--- src/rtl/l2_tshr_multiport.sv ---
`default_nettype none
// ============================================================================
// Module      : l2_tshr_multiport
// Description : Transaction status holding register for the L2 directory.
//               Tracks in-flight coherence transactions keyed by {tag, set},
//               with multi-port combinational lookup, allocate/update/release,
//               duplicate-address protection, occupancy and age watchdog.
// Revision    : 1.0 - initial release
// ============================================================================
module l2_tshr_multiport #(
  parameter int ENTRIES        = 8,
  parameter int LOOKUP_PORTS   = 3,
  parameter int TAG_W          = 20,
  parameter int SET_W          = 6,
  parameter int PAYLOAD_W      = 64,
  parameter int WRITE_FIRST    = 0,
  parameter int AGE_W          = 10,
  parameter int TIMEOUT_CYCLES = 512,
  localparam int IDX_W = ($clog2(ENTRIES) < 1) ? 1 : $clog2(ENTRIES),
  localparam int OCC_W = $clog2(ENTRIES + 1)
) (
  input  logic                              clk,
  input  logic                              reset,
  input  logic                              enable,
  input  logic [LOOKUP_PORTS*TAG_W-1:0]     lookup_tag,
  input  logic [LOOKUP_PORTS*SET_W-1:0]     lookup_set,
  output logic [LOOKUP_PORTS-1:0]           lookup_hit,
  output logic [LOOKUP_PORTS*IDX_W-1:0]     lookup_index,
  output logic [LOOKUP_PORTS*PAYLOAD_W-1:0] lookup_payload,
  input  logic                              alloc_valid,
  input  logic [TAG_W-1:0]                  alloc_tag,
  input  logic [SET_W-1:0]                  alloc_set,
  input  logic [PAYLOAD_W-1:0]              alloc_payload,
  output logic                              alloc_ready,
  output logic [IDX_W-1:0]                  alloc_index,
  output logic                              alloc_dup,
  input  logic                              update_en,
  input  logic [IDX_W-1:0]                  update_index,
  input  logic [PAYLOAD_W-1:0]              update_payload,
  input  logic                              release_en,
  input  logic [IDX_W-1:0]                  release_index,
  output logic                              full,
  output logic                              empty,
  output logic [OCC_W-1:0]                  occupancy,
  output logic                              timeout_valid,
  output logic [IDX_W-1:0]                  timeout_index
);

  localparam logic [AGE_W-1:0] AGE_MAX     = '1;
  localparam logic [AGE_W-1:0] TIMEOUT_AGE = AGE_W'(TIMEOUT_CYCLES);
  localparam logic [OCC_W-1:0] OCC_FULL    = OCC_W'(ENTRIES);

  // Registered table state
  logic [ENTRIES-1:0]   valid_q, valid_d;
  logic [TAG_W-1:0]     tag_q     [ENTRIES];
  logic [TAG_W-1:0]     tag_d     [ENTRIES];
  logic [SET_W-1:0]     set_q     [ENTRIES];
  logic [SET_W-1:0]     set_d     [ENTRIES];
  logic [PAYLOAD_W-1:0] payload_q [ENTRIES];
  logic [PAYLOAD_W-1:0] payload_d [ENTRIES];
  logic [AGE_W-1:0]     age_q     [ENTRIES];
  logic [AGE_W-1:0]     age_d     [ENTRIES];
  logic [OCC_W-1:0]     occ_q, occ_d;

  // Per-entry event strobes and allocation view
  logic [ENTRIES-1:0]   rel_hit, upd_hit, alc_hit;
  logic [ENTRIES-1:0]   avail, free_vec, dup_vec;
  logic                 rel_fire, alloc_fire, dup_w, full_w;
  logic [IDX_W-1:0]     free_idx;

  // Lookup view (registered state, or bypassed state when WRITE_FIRST=1)
  logic [ENTRIES-1:0]   lk_valid;
  logic [TAG_W-1:0]     lk_tag     [ENTRIES];
  logic [SET_W-1:0]     lk_set     [ENTRIES];
  logic [PAYLOAD_W-1:0] lk_payload [ENTRIES];

  // Decode release and update into per-entry strobes; release beats update
  always_comb begin
    rel_hit = '0;
    upd_hit = '0;
    for (int i = 0; i < ENTRIES; i++) begin
      rel_hit[i] = enable & release_en & valid_q[i] & (release_index == IDX_W'(i));
      upd_hit[i] = enable & update_en & valid_q[i] & (update_index == IDX_W'(i)) & ~rel_hit[i];
    end
    rel_fire = |rel_hit;
  end

  // Allocation view: free slot search, duplicate check, full and handshake
  always_comb begin
    avail    = (WRITE_FIRST != 0) ? (valid_q & ~rel_hit) : valid_q;
    free_vec = ~avail;
    free_idx = '0;
    for (int i = ENTRIES - 1; i >= 0; i--) begin
      if (free_vec[i]) free_idx = IDX_W'(i);
    end
    dup_vec = '0;
    for (int i = 0; i < ENTRIES; i++) begin
      dup_vec[i] = avail[i] & (tag_q[i] == alloc_tag) & (set_q[i] == alloc_set);
    end
    dup_w       = alloc_valid & (|dup_vec);
    // Without bypass, full tracks the registered counter; with bypass it
    // must see a slot freed by a same-cycle release.
    full_w      = (WRITE_FIRST != 0) ? ~(|free_vec) : (occ_q == OCC_FULL);
    alloc_ready = enable & ~full_w & ~dup_w;
    alloc_fire  = alloc_valid & alloc_ready;
    alc_hit     = '0;
    for (int i = 0; i < ENTRIES; i++) begin
      alc_hit[i] = alloc_fire & (free_idx == IDX_W'(i));
    end
  end

  // Build the table view seen by lookups, including same-cycle writes if bypassing
  always_comb begin
    for (int i = 0; i < ENTRIES; i++) begin
      lk_valid[i]   = valid_q[i];
      lk_tag[i]     = tag_q[i];
      lk_set[i]     = set_q[i];
      lk_payload[i] = payload_q[i];
      if (WRITE_FIRST != 0) begin
        lk_valid[i] = (valid_q[i] & ~rel_hit[i]) | alc_hit[i];
        if (alc_hit[i]) begin
          lk_tag[i]     = alloc_tag;
          lk_set[i]     = alloc_set;
          lk_payload[i] = alloc_payload;
        end else if (upd_hit[i]) begin
          lk_payload[i] = update_payload;
        end
      end
    end
  end

  // Per-port priority match: lowest matching index wins
  always_comb begin
    lookup_hit     = '0;
    lookup_index   = '0;
    lookup_payload = '0;
    for (int p = 0; p < LOOKUP_PORTS; p++) begin
      for (int i = ENTRIES - 1; i >= 0; i--) begin
        if (lk_valid[i] && (lk_tag[i] == lookup_tag[p*TAG_W +: TAG_W]) &&
            (lk_set[i] == lookup_set[p*SET_W +: SET_W])) begin
          lookup_hit[p]                           = 1'b1;
          lookup_index[p*IDX_W +: IDX_W]          = IDX_W'(i);
          lookup_payload[p*PAYLOAD_W +: PAYLOAD_W] = lk_payload[i];
        end
      end
    end
  end

  // Next-state for every entry; alloc into a just-released slot takes priority
  always_comb begin
    valid_d = (valid_q & ~rel_hit) | alc_hit;
    for (int i = 0; i < ENTRIES; i++) begin
      tag_d[i]     = tag_q[i];
      set_d[i]     = set_q[i];
      payload_d[i] = payload_q[i];
      age_d[i]     = age_q[i];
      if (alc_hit[i]) begin
        tag_d[i]     = alloc_tag;
        set_d[i]     = alloc_set;
        payload_d[i] = alloc_payload;
        age_d[i]     = '0;
      end else if (rel_hit[i]) begin
        age_d[i]     = '0;
      end else if (upd_hit[i]) begin
        payload_d[i] = update_payload;
        age_d[i]     = '0;
      end else if (enable && valid_q[i] && (age_q[i] != AGE_MAX)) begin
        age_d[i]     = age_q[i] + 1'b1;
      end
    end
    occ_d = occ_q + OCC_W'(alloc_fire) - OCC_W'(rel_fire);
  end

  // Watchdog: lowest-indexed valid entry whose age has reached the limit
  always_comb begin
    timeout_valid = 1'b0;
    timeout_index = '0;
    if (TIMEOUT_CYCLES != 0) begin
      for (int i = ENTRIES - 1; i >= 0; i--) begin
        if (valid_q[i] && (age_q[i] >= TIMEOUT_AGE)) begin
          timeout_valid = 1'b1;
          timeout_index = IDX_W'(i);
        end
      end
    end
  end

  // Table and counter registers with asynchronous clear
  always_ff @(posedge clk or posedge reset) begin
    if (reset) begin
      valid_q <= '0;
      occ_q   <= '0;
      for (int i = 0; i < ENTRIES; i++) begin
        tag_q[i]     <= '0;
        set_q[i]     <= '0;
        payload_q[i] <= '0;
        age_q[i]     <= '0;
      end
    end else begin
      valid_q <= valid_d;
      occ_q   <= occ_d;
      for (int i = 0; i < ENTRIES; i++) begin
        tag_q[i]     <= tag_d[i];
        set_q[i]     <= set_d[i];
        payload_q[i] <= payload_d[i];
        age_q[i]     <= age_d[i];
      end
    end
  end

  assign alloc_index = free_idx;
  assign alloc_dup   = dup_w;
  assign full        = full_w;
  assign empty       = (occ_q == '0);
  assign occupancy   = occ_q;

endmodule
`default_nettype wire

--- config.mk ---
export PLATFORM = sky130hd
export DESIGN_NAME = l2_tshr_multiport
export DESIGN_NICKNAME = d
export VERILOG_FILES = /design/src/rtl/l2_tshr_multiport.sv
export SDC_FILE = /design/constraint.sdc
export NUM_CORES = 2
export LEC_CHECK = 0
export CAP_MARGIN = 20
export CORE_MARGIN = 3
export CORE_UTILIZATION = 24
export DETAILED_ROUTE_END_ITERATION = 8
export PLACE_DENSITY = 0.45
export SLEW_MARGIN = 20
export SYNTH_ARGS = -nofsm -noshare
export SYNTH_HDL_FRONTEND = slang
export SYNTH_SLANG_ARGS = --single-unit
--- constraint.sdc ---
create_clock -name clk -period 62.7 [get_ports clk]
set_input_delay 12.54 -clock clk [delete_from_list [all_inputs] [get_ports clk]]
set_output_delay 12.54 -clock clk [all_outputs]
set_load 0.02 [all_outputs]
After elaboration in Yosys (flattened, before gate mapping):

Cells that the tools add are included.

* RAM bits: 0
* memories: 0
* memory bits (read-only): 0
* bits in latches: 0
* register bits after elaboration: 812
* output and inout bits: 219

* shifts and indexed selects: 0
* mux-type cells: 152
* eq/ne operators: 102
* add/sub/neg operators: 10
* magnitude comparators: 8
* bitwise gates (word level): 84
* divide/modulo/power cells: 0
* reductions and logical operators: 102
* multiply operators: 0

Operators by type and width (number)
* $mux W64: 48
* $eq A20 B20 Y1: 32
* $mux W10: 32
* $eq A6 B6 Y1: 32
* $mux W3: 40
* $add A10 B1 Y10 const B: 8
* $ge A10 B10 Y1 const B: 8
* $ne A10 B10 Y1 const B: 8
* $logic_and A1 B1 Y1: 72
* $and A1 B1 Y1: 70
* $eq A3 B3 Y1 const B: 12
* $mux W1: 32
* $reduce_bool A4 Y1: 8
* $eq A3 B2 Y1 const B: 6
* $ne A2 B1 Y1 const B: 8
* $not A8 Y8: 2
* $reduce_and A2 Y1: 8
* $reduce_bool A2 Y1: 8
* $reduce_or A8 Y1: 2
* $not A1 Y1: 10
* $eq A3 B1 Y1 const B: 3
* $logic_not A3 Y1: 3
* $and A8 B8 Y8: 1
* $or A8 B8 Y8: 1
* 4 further kinds: 4

Logic depth before layout (Yosys ltp):

* word-level depth: 13
* depth in mapped cells: 17
* gate-level depth less buffers: 12

Least setup slack after synthesis:

No wires, ideal clock.

* path kind: in2out
* start point: input port lookup_tag[34]
* end point: output port lookup_payload[100]
* setup slack: 35.075 ns
* arrival time: 15.085 ns
* buffers on the path: 4
* stages on the path: 10
* data required time: 50.160 ns
* path through: buf_2 xnor2_1 nand4_1 or4_1 or2_1 clkbuf_1 buf_2 clkbuf_1 mux2i_1 o311ai_1

* longest elaborated chain between the ends: 11

Ends and longest elaborated chain
* from (decl): RTL line 25 `input logic [LOOKUP_PORTS*TAG_W-1:0] lookup_tag,`
* $eq A20 B20 Y1: RTL line 139 `if (lk_valid[i] && (lk_tag[i] == lookup_tag[p*TAG_W +: TAG_W]) &&`
* $logic_and A1 B1 Y1 (2 in a row): RTL line 139
* $mux W64 (7 in a row): RTL line 139
* $mux W64 *: RTL line 139
* to (decl): RTL line 29 `output logic [LOOKUP_PORTS*PAYLOAD_W-1:0] lookup_payload,`

Every way passes the cells marked *; elsewhere a longest branch is shown, timed or not.

Worst setup path in the final report:

* start point: input port lookup_tag[41]
* end point: output port lookup_payload[191]

The elaborated chain is that of the path after synthesis.

==> results.sh <==
export IMPL_stdcell_area_um2=73000
export IMPL_wl_per_cell_um=34.6
export IMPL_netlist_area_um2=62000
export IMPL_first_global_vias=55300
export IMPL_crit_type="in -> out"
export IMPL_dieArea_um2=264000
export IMPL_drc=0
export IMPL_cts_hold_buf=0
export IMPL_rsz0062_at_grt="no"
export IMPL_vias=57100
export IMPL_grt_pass1_wl_um=465000
export IMPL_fin_skew_ps=65.4
export IMPL_die_h_um=514
export IMPL_grt_overflow_total=0
export IMPL_p_per_area_nw_per_um2=36.5
export IMPL_power_uw=2670
export IMPL_ys_seq_area_share_pct=32.8
export IMPL_vias_per_cell=5.78
export IMPL_synth_top_cell_area_share_pct=32.8
export IMPL_ys_ff_latch=812
export IMPL_slowest_delay_ps=1080
export IMPL_rows=185
export IMPL_post_route_min_period_ps=30970
export IMPL_maxCapViolCount=0
export IMPL_place_area_um2=69100
export IMPL_vdd_drop_max_mv=0.0244
export IMPL_layout_drive_gt1_share_pct=22.9
export IMPL_coreArea_um2=256000
export IMPL_dr_pass1_iters=8
export IMPL_clk_latency_ps=790
export IMPL_netlist_instances=6435
export IMPL_clk_pin_slew_ps=60
export IMPL_cp_max_fo=37
export IMPL_leakagePower_uw=0.0276
export IMPL_crit_path_end_kind="primary output"
export IMPL_start_kind="input pin"
export IMPL_synth_area_leaders="dfrtp_1 (33%), mux2_2 (18%), xnor2_1 (9.9%)"
export IMPL_grt_max_degree=102
export IMPL_ant_nets=0
export IMPL_die_x_um=514
export IMPL_holdWs_ps=551
export IMPL_synthDistinctLibCells=64
export IMPL_yosysTopAreaCell="dfrtp_1"
export IMPL_final_period_utilization_pct=49.4
export IMPL_cts_htree_levels=3
export IMPL_fillers=26700
export IMPL_initial_core_util_pct=24.3
export IMPL_fin_nets=6656
export IMPL_clockBufferDepth=3
export IMPL_synth_area_per_cell_um2=9.63
export IMPL_fmax_ghz=0.0323
export IMPL_report_final_slew_viol_count=0
export IMPL_cts_tree="yes"
export IMPL_hold_violations=0
export IMPL_cts_sinks=812
export IMPL_cts_root_buf="clkbuf_16"
export IMPL_maxSlewHeadroom_pct=14.4
export IMPL_required_ps=50160
export IMPL_drt_iter0_drc=7090
export IMPL_cts_setup_buffers=0
export IMPL_arrival_ps=18430
export IMPL_critPathSlowestCell="clkdlybuf4s50_1"
export IMPL_hold_class="reg -> reg"
export IMPL_cts_resized=0
export IMPL_gp_congestion=0.965
export IMPL_area_growth_pct=17.7
export IMPL_io_pins=463
export IMPL_outcome="completed"
export IMPL_io_buffers=462
export IMPL_synth_edf_count=0
export IMPL_track_usage_pct=24.8
export IMPL_setup_viol=0
export IMPL_crit_chain="clkdlybuf4s50_1 > xnor2_1 > nand4_1 > or4_1 > a211oi_4 > buf_4 > buf_4 > a221o_1 > o211ai_1 > a221oi_1 > clkdlybuf4s50_1"
export IMPL_wl_um=341000
export IMPL_synth_flop_cell="dfrtp_1"
export IMPL_worstMarginPinSlew_ps=1280
export IMPL_async_flop_share_pct=100
export IMPL_hpwl_um=211000
export IMPL_cts_made_buffers=108
export IMPL_setup_tns_final_ps=0
export IMPL_antenna_found_initial=62
export IMPL_syn_num_nets=6699
export IMPL_yosys_warnings=0
[cell usage after synthesis, types with 7 or more instances]
library cell / instances
o31ai_1: 62
mux2i_1: 194
nand3_1: 120
nor2_1: 311
buf_2: 242
nor4_1: 119
clkbuf_1: 524
mux2_1: 25
o311ai_1: 62
a21o_1: 10
o211a_1: 7
a221o_1: 127
or3_1: 63
xor2_1: 207
nor3b_1: 13
nand4_1: 240
inv_1: 104
nand2_1: 190
a22oi_1: 10
o21ai_0: 197
a221oi_2: 31
buf_1: 27
o21a_1: 131
a221oi_1: 160
dfrtp_1: 812
and4_1: 15
and3_1: 18
o211ai_1: 128
xnor2_1: 699
a21oi_1: 210
ha_1: 19
mux2_2: 1016
nand3b_1: 126
nor3_1: 129
[critical path: cells and delay by family]
kind	cells	cell delay (ps)
AOI/OAI and AO/OA	4	1480
xor gates and xnor gates	1	430
buffers and inverters	4	3120
and+or+nand+nor	2	730
[state kept, by name, summed over array words and instances, names as in the netlist]
name	count
avail	8
lk_set	48
lk_payload	512
lk_tag	160
occupancy	4
age_q	80
[cells in the final DEF, fill, tap and decap left out, types with 187 or more instances in the layout]
cell type / count
mux2_2: 1016
dfrtp_1: 812
xnor2_1: 699
clkdlybuf4s50_1: 439
nor2_1: 306
nand4_1: 240
a21oi_1: 210
xor2_1: 207
o21ai_0: 197
mux2i_1: 194
nand2_1: 187
[worst paths after layout]
check                                    start             endpoint  slack [ps]  depth (start not counted)
worst max-delay path            lookup_tag[41]  lookup_payload[191]       31730                         11
worst min-delay path                 age_q[65]            age_q[65]         550                          2
worst max register to register      lk_tag[61]           lk_tag[20]       57510                          9
worst min register to register       age_q[65]            age_q[65]         550                          2
max in group asynchronous                reset       lk_payload[54]       46660                          6
min in group asynchronous                reset      lk_payload[339]       12290                          2
[through the flow]
step | util [%] | cells | worst slack, ps
after floorplan | - | 6435 | 27350
after global placement | 27.0 | 9648 | 31870
after detailed placement | 27.0 | 9648 | 31950
after CTS | 28.5 | 9844 | 31940
after global routing | 28.5 | 9857 | 31770
final | 28.6 | 9870 | 31730
[cell families (layout without fill, tap and decap cells)]
family	after synthesis	in the layout	synth area share [%]
XOR/XNOR	906	906	12.8
other	0	26	0
AO/OA/AOI/OAI	1165	1165	13.9
buffers and inverters	906	949	6.05
adder cells (fa/ha/maj)	20	20	0.416
AND/OR/NAND/NOR	1391	1391	12.0
flip-flops	812	812	32.8
multiplexers	1235	1235	22.0
[routing by layer]
layer / wire, um / GRT usage [%]
met1: 141000 / 32.4
met2: 147000 / 37.3
met3: 32800 / 6.26
met4: 20300 / 13.6
met5: 380 / 0.493
[final cells by class]
| class | instances | area (um^2) | share of cell area (%) |
|---|---|---|---|
| multi-input cells | 4717 | 38200 | 52.4 |
| flip-flops and latches | 812 | 20300 | 27.8 |
| repair buffers | 649 | 5950 | 8.15 |
| well taps | 3366 | 4210 | 5.77 |
| clock buffers | 159 | 3190 | 4.37 |
| clock inverters | 37 | 624 | 0.856 |
| inverters | 104 | 398 | 0.545 |
| diodes | 26 | 65.1 | 0.0892 |
[power breakdown]
group / total (uW) / switching, uW / internal, uW
Clock: 679 / 270 / 408
Sequential: 1110 / 365 / 749
Combinational: 874 / 384 / 490
No activity file was read; power rests on OpenSTA's default activity.
